[src/rtl/mult_ft_pkg.sv]
// Shared types and helpers for the fault-tolerant sequential multiplier:
// FSM state encoding, width helpers and a width-generic mod-3 reduction.
package mult_ft_pkg;

  typedef enum logic [2:0] {IDLE, CALC, CHECK, RETRY, DONE} state_t;

  // Widest vector mod3() reduces; narrower inputs are zero-extended.
  localparam int MOD3_MAX_W = 64;

  function automatic int unsigned idx_w(input int unsigned w);
    return (w > 1) ? $clog2(w) : 1;
  endfunction

  function automatic int unsigned acc_w(input int unsigned w);
    return 2 * w;
  endfunction

  // Bit pairs carry weights 1 and 2 because 4 == 1 (mod 3).
  function automatic logic [1:0] mod3(input logic [MOD3_MAX_W-1:0] x);
    logic [7:0] s;
    s = '0;
    for (int i = 0; i < MOD3_MAX_W; i += 2)
      s = s + 8'(x[i]) + 8'({x[i+1], 1'b0});
    return 2'(s % 8'd3);
  endfunction

endpackage

[src/rtl/mult_ft_residue3.sv]
// Combinational mod-3 residue of a W-bit unsigned value.
module mult_ft_residue3
  import mult_ft_pkg::*;
#(
  parameter int W = 4
) (
  input  logic [W-1:0] x,
  output logic [1:0]   r
);

  assign r = mod3(MOD3_MAX_W'(x));

endmodule

[src/rtl/mult_seq_ft.sv]
// Sequential shift-add multiplier with mod-3 residue checking, bounded
// recomputation on mismatch, valid/ready handshake and a fault-injection hook.
module mult_seq_ft
  import mult_ft_pkg::*;
#(
  parameter int WIDTH     = 4,
  parameter int MAX_RETRY = 1
) (
  input  logic               clk,
  input  logic               rst_n,
  input  logic               in_valid,
  output logic               in_ready,
  input  logic [WIDTH-1:0]   a,
  input  logic [WIDTH-1:0]   b,
  input  logic [1:0]         inj,
  output logic               out_valid,
  input  logic               out_ready,
  output logic [2*WIDTH-1:0] p,
  output logic               err,
  output logic               retried
);

  localparam int AW = acc_w(WIDTH);
  localparam int IW = idx_w(WIDTH);
  localparam int RW = idx_w(MAX_RETRY + 1);

  state_t          state, nxt;
  logic [WIDTH-1:0] a_r, b_r;
  logic [1:0]      inj_r, ra, rb, ra_c, rb_c, racc, rexp;
  logic [3:0]      rprod;
  logic [AW-1:0]   acc, acc_step;
  logic [IW-1:0]   idx;
  logic [RW-1:0]   rcnt;
  logic            last, flip, match, retry_ok;

  mult_ft_residue3 #(.W(WIDTH)) u_res_a   (.x(a),   .r(ra_c));
  mult_ft_residue3 #(.W(WIDTH)) u_res_b   (.x(b),   .r(rb_c));
  mult_ft_residue3 #(.W(AW))    u_res_acc (.x(acc), .r(racc));

  assign last     = (idx == IW'(WIDTH - 1));
  assign flip     = inj_r[1] || (inj_r[0] && (rcnt == '0));
  // The injected flip lands only on the final partial-product step.
  assign acc_step = (acc + (b_r[idx] ? (AW'(a_r) << idx) : '0)) ^ AW'(flip && last);

  assign rprod    = {2'b00, ra} * {2'b00, rb};
  assign rexp     = (rprod >= 4'd3) ? 2'(rprod - 4'd3) : rprod[1:0];
  assign match    = (racc == rexp);
  assign retry_ok = (rcnt != RW'(MAX_RETRY));

  assign in_ready  = (state == IDLE);
  assign out_valid = (state == DONE);

  always_comb begin
    nxt = state;
    case (state)
      IDLE:    if (in_valid) nxt = CALC;
      CALC:    if (last) nxt = CHECK;
      CHECK:   nxt = (match || !retry_ok) ? DONE : RETRY;
      RETRY:   nxt = CALC;
      DONE:    if (out_ready) nxt = IDLE;
      default: nxt = IDLE;
    endcase
  end

  always_ff @(posedge clk or negedge rst_n) begin
    if (!rst_n) state <= IDLE;
    else        state <= nxt;
  end

  always_ff @(posedge clk or negedge rst_n) begin
    if (!rst_n) begin
      a_r     <= '0;
      b_r     <= '0;
      inj_r   <= '0;
      ra      <= '0;
      rb      <= '0;
      acc     <= '0;
      idx     <= '0;
      rcnt    <= '0;
      p       <= '0;
      err     <= 1'b0;
      retried <= 1'b0;
    end else begin
      case (state)
        IDLE: if (in_valid) begin
          a_r     <= a;
          b_r     <= b;
          inj_r   <= inj;
          ra      <= ra_c;
          rb      <= rb_c;
          acc     <= '0;
          idx     <= '0;
          rcnt    <= '0;
          retried <= 1'b0;
        end
        CALC: begin
          acc <= acc_step;
          idx <= idx + 1'b1;
        end
        CHECK: begin
          if (!match && retry_ok) begin
            rcnt <= rcnt + 1'b1;
          end else begin
            p   <= acc;
            err <= !match;
          end
        end
        RETRY: begin
          acc     <= '0;
          idx     <= '0;
          retried <= 1'b1;
        end
        default: ;
      endcase
    end
  end

endmodule

[config.mk]
export PLATFORM = sky130hd
export DESIGN_NAME = mult_seq_ft
export DESIGN_NICKNAME = d
export VERILOG_FILES = /design/src/rtl/mult_ft_pkg.sv /design/src/rtl/mult_ft_residue3.sv /design/src/rtl/mult_seq_ft.sv
export SDC_FILE = /design/constraint.sdc
export NUM_CORES = 1
export LEC_CHECK = 0
export ABC_CLOCK_PERIOD_IN_PS = 6100
export BUFFER_PORTS_ARGS = -buffer_cell sky130_fd_sc_hd__buf_2
export CORE_ASPECT_RATIO = 0.8
export CORE_MARGIN = 3
export CORE_UTILIZATION = 35
export CTS_BUF_LIST = sky130_fd_sc_hd__clkbuf_2
export DETAILED_ROUTE_END_ITERATION = 8
export REMOVE_ABC_BUFFERS = 1
export SLEW_MARGIN = 20
export SYNTH_ARGS = -nofsm -noshare
export SYNTH_HDL_FRONTEND = slang
export SYNTH_SLANG_ARGS = --single-unit
[constraint.sdc]
create_clock -name clk -period 6.1 [get_ports clk]
set_input_delay 1.525 -clock clk [delete_from_list [all_inputs] [get_ports clk]]
set_output_delay 1.525 -clock clk [all_outputs]
set_load 0.02 [all_outputs]
==> results by group, run 1 <==
Worst setup path
  – Critical Path AT: 4.72 ns
  – Startpoint types: register
  – Critical Path RT: 6.43 ns
  – CP Class: reg -> reg
  – Peak fanout along the critical path: 12
  – Critical path capture point type: register

CTS
  – Sink Count: 38
  – Clock root buffer: clkbuf_2
  – Insertion delay to the later sink of the worst-skew pair: 0.41 ns
  – Post-cts resize count: 0
  – Maximum clock path buffer count: 2
  – Number of hold buffers added after cts: 0
  – TritonCTS Buffers: 5
  – CTS tree: yes
  – Clock slew at reported path FFs: 0.20 ns
  – H-tree depth: 2
  – Setup Fix Bufs, Post-CTS: 0

Logic synthesis
  – Avg Cell Area, Syn: 8.73 um2
  – Synthesis warning total: 0
  – Post-synth ARST share: 100%
  – Number of synthesized flops with an enable pin: 0
  – Top cells by area, synth: dfrtp_1, ha_1, nand2_1
  – Synth area leader: dfrtp_1
  – Share of the synthesized area in the top cell type: 34.1%
  – Register area share after synthesis: 34.1%
  – Synthesized area: 2790 um2
  – Seq cells post-synth: 38
  – Synth cell types: 48
  – Cells after Synth: 319
  – Top_reg_cell synth: dfrtp_1

Placement
  – Placer Congestion: 0.838
  – DP HPWL: 4750 um
  – DP Worst Slack: 1.71 ns
  – IO buf count: 25

Floorplanning
  – I/O pins: 26
  – Die X: 106 um
  – Number of cell rows: 28
  – Core area: 7570 um2
  – Initial Util: 36.8%
  – Die height: 85.8 um
  – Die area: 9070 um2

Global route
  – Global-route wire length before repair: 11,100 um
  – Total Routing Usage GR: 15.0%
  – Congestion Overflow GR: 0
  – Largest net degree at the start of global routing: 39
  – Vias in the first global route: 2,311
  – Initial antenna violation count: 0

Pwr
  – Clk pwr share: 6.5%
  – P per Cell Area: 591 nW/um2
  – Psw: 977 uW
  – Final total power: 1800 uW
  – Internal: 819 uW
  – LEAKAGE: 0.00144 uW
  – VDD IR-drop max: 0.271 mV
  – Sequential Power Share: 26.8%
  – Switching Fraction: 54.4%
  – Combinational fraction of design power: 66.6%

Cells and area
  – Final net count: 379
  – Layout cells sized above 1: 12.9%
  – Ant diodes: 0
  – Most frequent cells in the layout: nand2_1, dfrtp_1, buf_2
  – Synth-to-layout area growth: 9.12%
  – Util after Layout: 40.2%
  – Commonest non-fill, non-tap cell in the layout: nand2_1

STA
  – Worst Tran Pin Value: 0.867 ns
  – Setup TNS: 0 ns
  – Fmax: 228 MHz
  – Final setup margin: 1.71 ns
  – Setup-failing EPs final: 0
  – Clock skew: 0.00952 ns
  – Slew HR: 42.2%
  – Fin. max-slew vios: 0
  – Final Hold Fails: 0
  – Ratio of final minimum period to clock period: 72.0%
  – Minimum clock period: 4.39 ns
  – RSZ-0062 raised after global routing: false

Route
  – Total number of vias: 2,336
  – Drt wl/cell: 14.1 um
  – Drt pass-1 iters: 4
  – Vias per cell: 5.25
  – Drt drc: 0
  – Routed WL: 6280 um
  – Iteration-0 DRC Markers: 131
  – Post-DRT Antenna Nets: 0

Worst hold path
  – Hold Crit Class: reg -> reg

Outcome
  – Status: finished, final reports clean

Flow run
  – Maxcap violations: 0
==> logic make-up after synthesis <==
group	synth area share (%)
simple gates	26.4
xor+xnor	2.51
buf+inv	4.54
mux	2.78
fa+ha+maj	13.6
flops	34.1
compound gates	16.1
==> flip-flops by register name (all words and copies together), names as in the netlist <==
name	count
acc	8
p	8
a_r	4
b_r	4
state	3
idx	2
inj_r	2
ra	2
rb	2
err	1
rcnt	1
retried	1
==> per-stage QoR <==
stage	instance area [um2]	hold slack, ns	cells
floorplan	2740	0.438	306
global placement	3000	0.473	437
detailed placement	3000	0.478	437
CTS	3040	0.523	445
global route	3040	0.550	445
finish	3040	0.525	445
==> cell usage after synthesis, types with 3 or more instances <==
cell type and number:
nand2_1 57, dfrtp_1 38, and2_1 21, inv_1 20, nand3_1 20, ha_1 19
a21oi_1 16, o21ai_0 15, clkbuf_1 9, nand4_1 9, nor2_1 9, and3_1 8
o211ai_1 8, fa_1 7, xor2_1 6, nor3_1 5, a22o_1 4, mux4_2 3
nand2b_1 3, nand3b_1 3, nor2b_1 3
==> routing by layer <==
layer	GRT usage [%]	wire length (um)
met3	3.01	304
met2	22.7	2730
met4	4.00	57
met5	0	0
met1	22.0	3190
==> worst paths after layout <==
path	endpoint	slack [ns]	start	cells past startpoint
worst max-delay path	state[2]	1.71	acc[1]	15
worst min-delay path	inj_r[0]	0.52	inj_r[0]	2
worst max register to register	state[2]	1.71	acc[1]	15
worst min register to register	inj_r[0]	0.52	inj_r[0]	2
max in group asynchronous	idx[1]	4.37	rst_n	1
min in group asynchronous	rb[1]	1.19	rst_n	1
==> layout make-up <==
type / count / area (um2)
Clock inverter: 3 / 16.3
Tap cell: 105 / 131
Timing Repair Buffer: 26 / 133
Inverter: 20 / 75.1
Sequential cell: 38 / 951
Multi-Input combinational cell: 248 / 1710
Clock buffer: 5 / 25.0
Fill cell: 787 / 4530
==> power by group through the flow <==
stage / clock [uW] / sequential (uW) / combinational, uW
floorplan: 0 / 480 / 898
global placement: 0 / 484 / 1140
detailed placement: 0 / 489 / 1190
CTS: 122 / 482 / 1190
global route: 134 / 503 / 1360
finish: 117 / 482 / 1200
==> critical path, stage by stage, from the launching register on <==
cell      delay, ns
dfrtp_1        0.52
fa_1           0.59
fa_1           0.42
ha_1           0.22
fa_1           0.52
nor2b_1        0.19
ha_1           0.17
inv_1          0.08
a21bo_2        0.22
and2_1         0.16
ha_1           0.18
a21oi_1        0.15
nand2_1        0.33
nand2_4        0.20
o211ai_4       0.14
a22o_1         0.23
No activity file was read; power rests on OpenSTA's default activity.
==> inputs of run 2 (changes only) <==
- ABC_CLOCK_PERIOD_IN_PS: 6100 -> 4150
- clock period: 6.1 -> 4.15 ns (I/O delays scaled with it)
==> run 2 against run 1 <==
The run now ends with negative setup slack left. Routed wire length grew 5.1%. Cell count grew 3.1%. Flip-flop and latch count is the same. Critical path depth shrank 1. Highest routed layer unchanged.
==> results by group, run 2 (synthesis gave the netlist of run 1 again) <==
CTS
  – Maximum clock path buffer count: 2 (unchanged)
  – TritonCTS Buffers: 5 (unchanged)
  – Sink Count: 38 (unchanged)
  – Insertion delay to the later sink of the worst-skew pair: 0.42 ns (about the same)
  – H-tree depth: 2 (unchanged)
  – Number of hold buffers added after cts: 0 (unchanged)
  – Clock slew at reported path FFs: 0.24 ns (+0.04 ns)
  – Clock root buffer: clkbuf_2
  – CTS tree: yes

Cells and area
  – Top Registers: acc (8), p (8)
  – Most frequent cells in the layout: nand2_1, dfrtp_1, buf_2
  – Commonest non-fill, non-tap cell in the layout: nand2_1
  – Final net count: 393 (+3.7%)
  – Layout cells sized above 1: 18.4% (+5.4 points)
  – Synth-to-layout area growth: 17.7%
  – Ant diodes: 0 (unchanged)
  – Non-filler cells, final: 459 (+3.1%)

Placement
  – IO buf count: 25 (unchanged)
  – DP HPWL: 4760 um (+0.29%)
  – Placer Congestion: 0.840 (+0.18%)
  – Placed insts: 448 (+2.5%)

Route
  – Vias per cell: 5.19 (-1.1%)
  – Routed WL: 6600 um (+5.1%)
  – Drt pass-1 iters: 4 (unchanged)
  – Post-DRT Antenna Nets: 0 (unchanged)
  – Iteration-0 DRC Markers: 82 (-37%)
  – Total number of vias: 2,383 (+2.0%)
  – Drt drc: 0 (unchanged)
  – Drt wl/cell: 14.4 um (+1.9%)

STA
  – Final setup margin: -0.00514 ns (-1.71 ns)
  – Minimum clock period: 4.16 ns (-0.237 ns)
  – Worst Tran Pin Value: 0.839 ns (-0.0285 ns)
  – Final Hold Fails: 0 (unchanged)
  – Clock skew: 0.0242 ns (+0.0147 ns)
  – Slew HR: 44.1% (+1.9 points)
  – Fin. max-slew vios: 0 (unchanged)
  – RSZ-0062 raised after global routing: true
  – Ratio of final minimum period to clock period: 100% (+28 points)
  – Fmax: 241 MHz (+5.7%)
  – Setup-failing EPs final: 1 (+1)

Worst setup path
  – Worst path most repeated cell: fa_1
  – CP Class: reg -> reg
  – Slowest-stage cell, CP: fa_1
  – Peak fanout along the critical path: 5 (-7)
  – Critical Path RT: 4.48 ns (-1.95 ns)
  – Slowest cell delay on critical path: 0.56 ns (-0.03 ns)
  – Startpoint types: register
  – Crit path cell chain: fa_1 > fa_1 > ha_2 > fa_1 > nor2b_4 > ha_4 > inv_4 > a21bo_4 > and2_4 > ha_4 > mux4_2 > nand2_4 > o21ai_4 > o311ai_2
  – Critical path capture point type: register
  – WP buf/inv: 1 (unchanged)
  – CP delay by family, top: adder cells
  – Critical Path AT: 4.48 ns (-0.24 ns)

Global route
  – Global-route wire length before repair: 11,000 um (-0.81%)
  – Vias in the first global route: 2,323 (+0.52%)
  – Largest net degree at the start of global routing: 39 (unchanged)
  – Initial antenna violation count: 0 (unchanged)
  – Total Routing Usage GR: 15.0% (-0.020 points)
  – Congestion Overflow GR: 0 (unchanged)

Floorplanning
  – Die height: 85.8 um (unchanged)
  – Die area: 9070 um2 (unchanged)
  – Initial Util: 36.8% (unchanged)
  – Number of cell rows: 28 (unchanged)
  – Core area: 7570 um2 (unchanged)
  – I/O pins: 26 (unchanged)
  – Die X: 106 um (unchanged)

Outcome
  – Failing checks: negative setup slack
  – Status: finished, violations left

Flow run
  – Maxcap violations: 0 (unchanged)

Worst hold path
  – Hold Crit Class: reg -> reg
==> run 2: cell count changes in the layout (fill, tap and decap cells not counted), sizes merged <==
cell      previous run  this run
bufinv               0         2
clkinvlp             1         0
mux4                 3         4
clkinv               2         1
buf                 26        39
==> run 2: area by class of cell <==
class	count	area, um2
Fill cell	777	4290
Timing Repair Buffer	39	234
Sequential cell	38	951
Multi-Input combinational cell	249	1790
Clock inverter	3	68.8
Tap cell	105	131
Inverter	20	77.6
Clock buffer	5	25.0
==> run 2: worst register-to-register path, cell delays in order (launching register included) <==
cell and delay [ns]:
dfrtp_1 0.45, fa_1 0.56, fa_1 0.42, ha_2 0.19, fa_1 0.55, nor2b_4 0.19, ha_4 0.16, inv_4 0.04
a21bo_4 0.21, and2_4 0.16, ha_4 0.26, mux4_2 0.38, nand2_4 0.14, o21ai_4 0.08, o311ai_2 0.27
==> run 2: final timing paths <==
path | start | end | slack (ns) | depth (start not counted)
setup reg to reg | acc[5] | p[7] | -0.005 | 14
hold reg to reg | inj_r[1] | inj_r[1] | 0.52 | 2
hold / removal | inj_r[1] | inj_r[1] | 0.52 | 2
setup / recovery | acc[5] | p[7] | -0.005 | 14
max in group asynchronous | rst_n | idx[0] | 2.93 | 1
min in group asynchronous | rst_n | acc[3] | 0.68 | 1
==> run 2: timing repair <==
item,in CTS,in global routing
resized for setup,3,10
buffers inserted,0,2
cloned,1,0
hold endpoints to repair,0,0
pin swaps,1,11
setup endpoints to repair,8,13
==> run 2: stage by stage <==
stage / setup slack [ns] / utilization, % / cell area [um2] / TNS (ns) / hold WS [ns]
global placement: 0.0655 / 40.7 / 3080 / 0 / 0.471
detailed placement: -0.0615 / 40.7 / 3080 / -0.0927 / 0.472
floorplan: 0.0552 / - / 2740 / 0 / 0.438
finish: -0.00514 / 43.4 / 3280 / -0.00514 / 0.517
global route: -0.118 / 43.4 / 3280 / -0.953 / 0.547
CTS: 0.00530 / 42.6 / 3220 / 0 / 0.517
==> run 2: routing by layer <==
| metal | up-vias | GRT usage (%) | wire (um) |
|---|---|---|---|
| li1 | 1195 | - | - |
| met1 | 1134 | 21.8 | 3370 |
| met2 | 46 | 23.5 | 2930 |
| met3 | 8 | 3.09 | 262 |
| met4 | 0 | 2.82 | 40 |
| met5 | - | 0 | 0 |
Power of run 2 is not shown: default switching activity piles up to over one toggle a cycle in this logic, so the estimate is an artifact.
==> inputs of run 3 (changes only) <==
- CAP_MARGIN: unset -> 30
- CORE_UTILIZATION: 35 -> 36
- PLACE_DENSITY_LB_ADDON: unset -> 0.25
==> run 3 against run 2 <==
The run now ends clean. Sequential share of layout area is essentially flat. Setup slack gained 0.14 ns. Die area shrank 2.6%. Cell count grew 0.65%. Worst hold slack lost 0.0014 ns. Maximum frequency grew 3.5%. Via count grew 0.67%. Critical path depth is the same. Core utilization grew 0.58 points. Clock skew shrank 0.0042 ns.
==> results by group, run 3 (synthesis gave the netlist of run 1 again) <==
Outcome
  – Status: finished, final reports clean

Worst setup path
  – Peak fanout along the critical path: 5 (unchanged)
  – Slowest cell delay on critical path: 0.56 ns (about the same)
  – Slowest-stage cell, CP: fa_1
  – CP Class: reg -> reg
  – Worst path most repeated cell: fa_1
  – Startpoint types: register
  – Crit path cell chain: fa_1 > fa_1 > ha_2 > fa_1 > nor2b_4 > ha_4 > inv_4 > a21bo_2 > and2_4 > ha_4 > mux4_2 > nand2_4 > o21ai_4 > o311ai_2
  – Critical Path AT: 4.33 ns (-0.15 ns)
  – Critical path capture point type: register
  – Critical Path RT: 4.47 ns (about the same)

Cells and area
  – Ant diodes: 0 (unchanged)
  – Final net count: 396 (+0.76%)
  – Commonest non-fill, non-tap cell in the layout: nand2_1
  – Synth-to-layout area growth: 17.6% (about the same)
  – Most frequent cells in the layout: nand2_1, dfrtp_1, buf_2
  – Top Registers: acc (8), p (8)
  – Util after Layout: 43.9% (+0.58 points)
  – Layout cells sized above 1: 18.8% (+0.41 points)
  – Fillcell total: 743 (-4.4%)

Global route
  – Vias in the first global route: 2,277 (-2.0%)
  – Initial antenna violation count: 0 (unchanged)
  – Global-route wire length before repair: 10,900 um (-0.57%)
  – Met3 usage: 3.00% (-0.087 points)
  – GR Util met1: 22.5% (+0.73 points)
  – Grt peak-use layer: met2
  – Largest net degree at the start of global routing: 39 (unchanged)
  – GR Layer Usage met2: 23.3% (-0.22 points)
  – Congestion Overflow GR: 0 (unchanged)
  – Total Routing Usage GR: 15.2% (+0.18 points)

STA
  – Min Hold Slack: 0.515 ns (-0.00138 ns)
  – Fin. max-slew vios: 0 (unchanged)
  – Worst Tran Pin Value: 0.495 ns (-0.343 ns)
  – Slew HR: 67.0% (+23 points)
  – Fmax: 249 MHz (+3.5%)
  – Final Hold Fails: 0 (unchanged)
  – Clock skew: 0.0200 ns (-0.00416 ns)
  – Ratio of final minimum period to clock period: 96.8% (-3.3 points)
  – Setup-failing EPs final: 0 (-1)
  – Setup TNS: 0 ns (+0.00514 ns)
  – Minimum clock period: 4.02 ns (-0.139 ns)
  – RSZ-0062 raised after global routing: true

CTS
  – Number of hold buffers added after cts: 0 (unchanged)
  – CTS tree: yes
  – TritonCTS Buffers: 5 (unchanged)
  – Clock root buffer: clkbuf_2
  – Insertion delay to the later sink of the worst-skew pair: 0.39 ns (-0.03 ns)
  – Clock slew at reported path FFs: 0.21 ns (-0.03 ns)
  – H-tree depth: 2 (unchanged)
  – Sink Count: 38 (unchanged)
  – Maximum clock path buffer count: 2 (unchanged)

Route
  – Drt drc: 0 (unchanged)
  – Iteration-0 DRC Markers: 123 (+50%)
  – Routed WL: 6500 um (-1.5%)
  – Post-DRT Antenna Nets: 0 (unchanged)
  – Drt pass-1 iters: 4 (unchanged)
  – Vias per cell: 5.19 (about the same)
  – Total number of vias: 2,399 (+0.67%)
  – Drt wl/cell: 14.1 um (-2.2%)

Floorplanning
  – Number of cell rows: 28 (unchanged)
  – Die area: 8840 um2 (-2.6%)
  – I/O pins: 26 (unchanged)
  – Core area: 7460 um2 (-1.4%)
  – Initial Util: 37.3% (+0.52 points)
  – Die X: 104 um (-1.3%)
  – Die height: 84.7 um (-1.3%)

Placement
  – IO buf count: 25 (unchanged)
  – Placer Congestion: 0.842 (+0.21%)
  – DP HPWL: 4760 um (about the same)

Worst hold path
  – Hold Crit Class: reg -> reg

Flow run
  – Maxcap violations: 0 (unchanged)
## run 3: metrics by stage
step / worst slack [ns] / instance area [um2] / cells
finish: 0.134 / 3280 / 462
global route: -0.0268 / 3280 / 462
CTS: 0.0147 / 3190 / 457
detailed placement: -0.0279 / 3080 / 448
global placement: 0.0515 / 3080 / 448
floorplan: 0.0552 / 2740 / 306
## run 3: area by class of cell
cell class | instances | area (um2) | share of cell area (%)
Sequential cell | 38 | 951 | 29.0
Clock inverter | 1 | 30.0 | 0.916
Inverter | 20 | 77.6 | 2.37
Tap cell | 105 | 131 | 4.01
Timing Repair Buffer | 42 | 273 | 8.32
Clock buffer | 7 | 35.0 | 1.07
Multi-Input combinational cell | 249 | 1780 | 54.3
## run 3: repair_timing
action / in CTS / in global routing
setup buffers: 0 / 4
gates cloned: 1 / 0
resized for setup: 2 / 8
pin swaps: 0 / 7
endpoints found under the setup margin: 2 / 13
## run 3: worst paths after layout
check	startpoint	to	slack, ns	cells past startpoint
setup / recovery	acc[5]	p[7]	0.13	14
hold / removal	inj_r[0]	inj_r[0]	0.52	2
setup reg to reg	acc[5]	p[7]	0.13	14
hold reg to reg	inj_r[0]	inj_r[0]	0.52	2
max in group asynchronous	rst_n	a_r[3]	3.10	2
min in group asynchronous	rst_n	p[5]	0.56	1
## run 3: critical path: cells and delay by family, from the launching register on
family,cells,cell delay [ns]
muxes,1,0.39
DFF,1,0.44
adders and majority gates,6,2.12
buffers and inverters,1,0.04
and+or+nand+nor,3,0.47
AOI/OAI and AO/OA,3,0.52
## run 3: layer usage
metal  vias up  share of wire (%)
li1       1202                  -
met1      1152                 52
met2        41                 44
met3         4                3.3
met4         0               0.42
met5         -                  0
Power of run 3 is left out for the same reason.
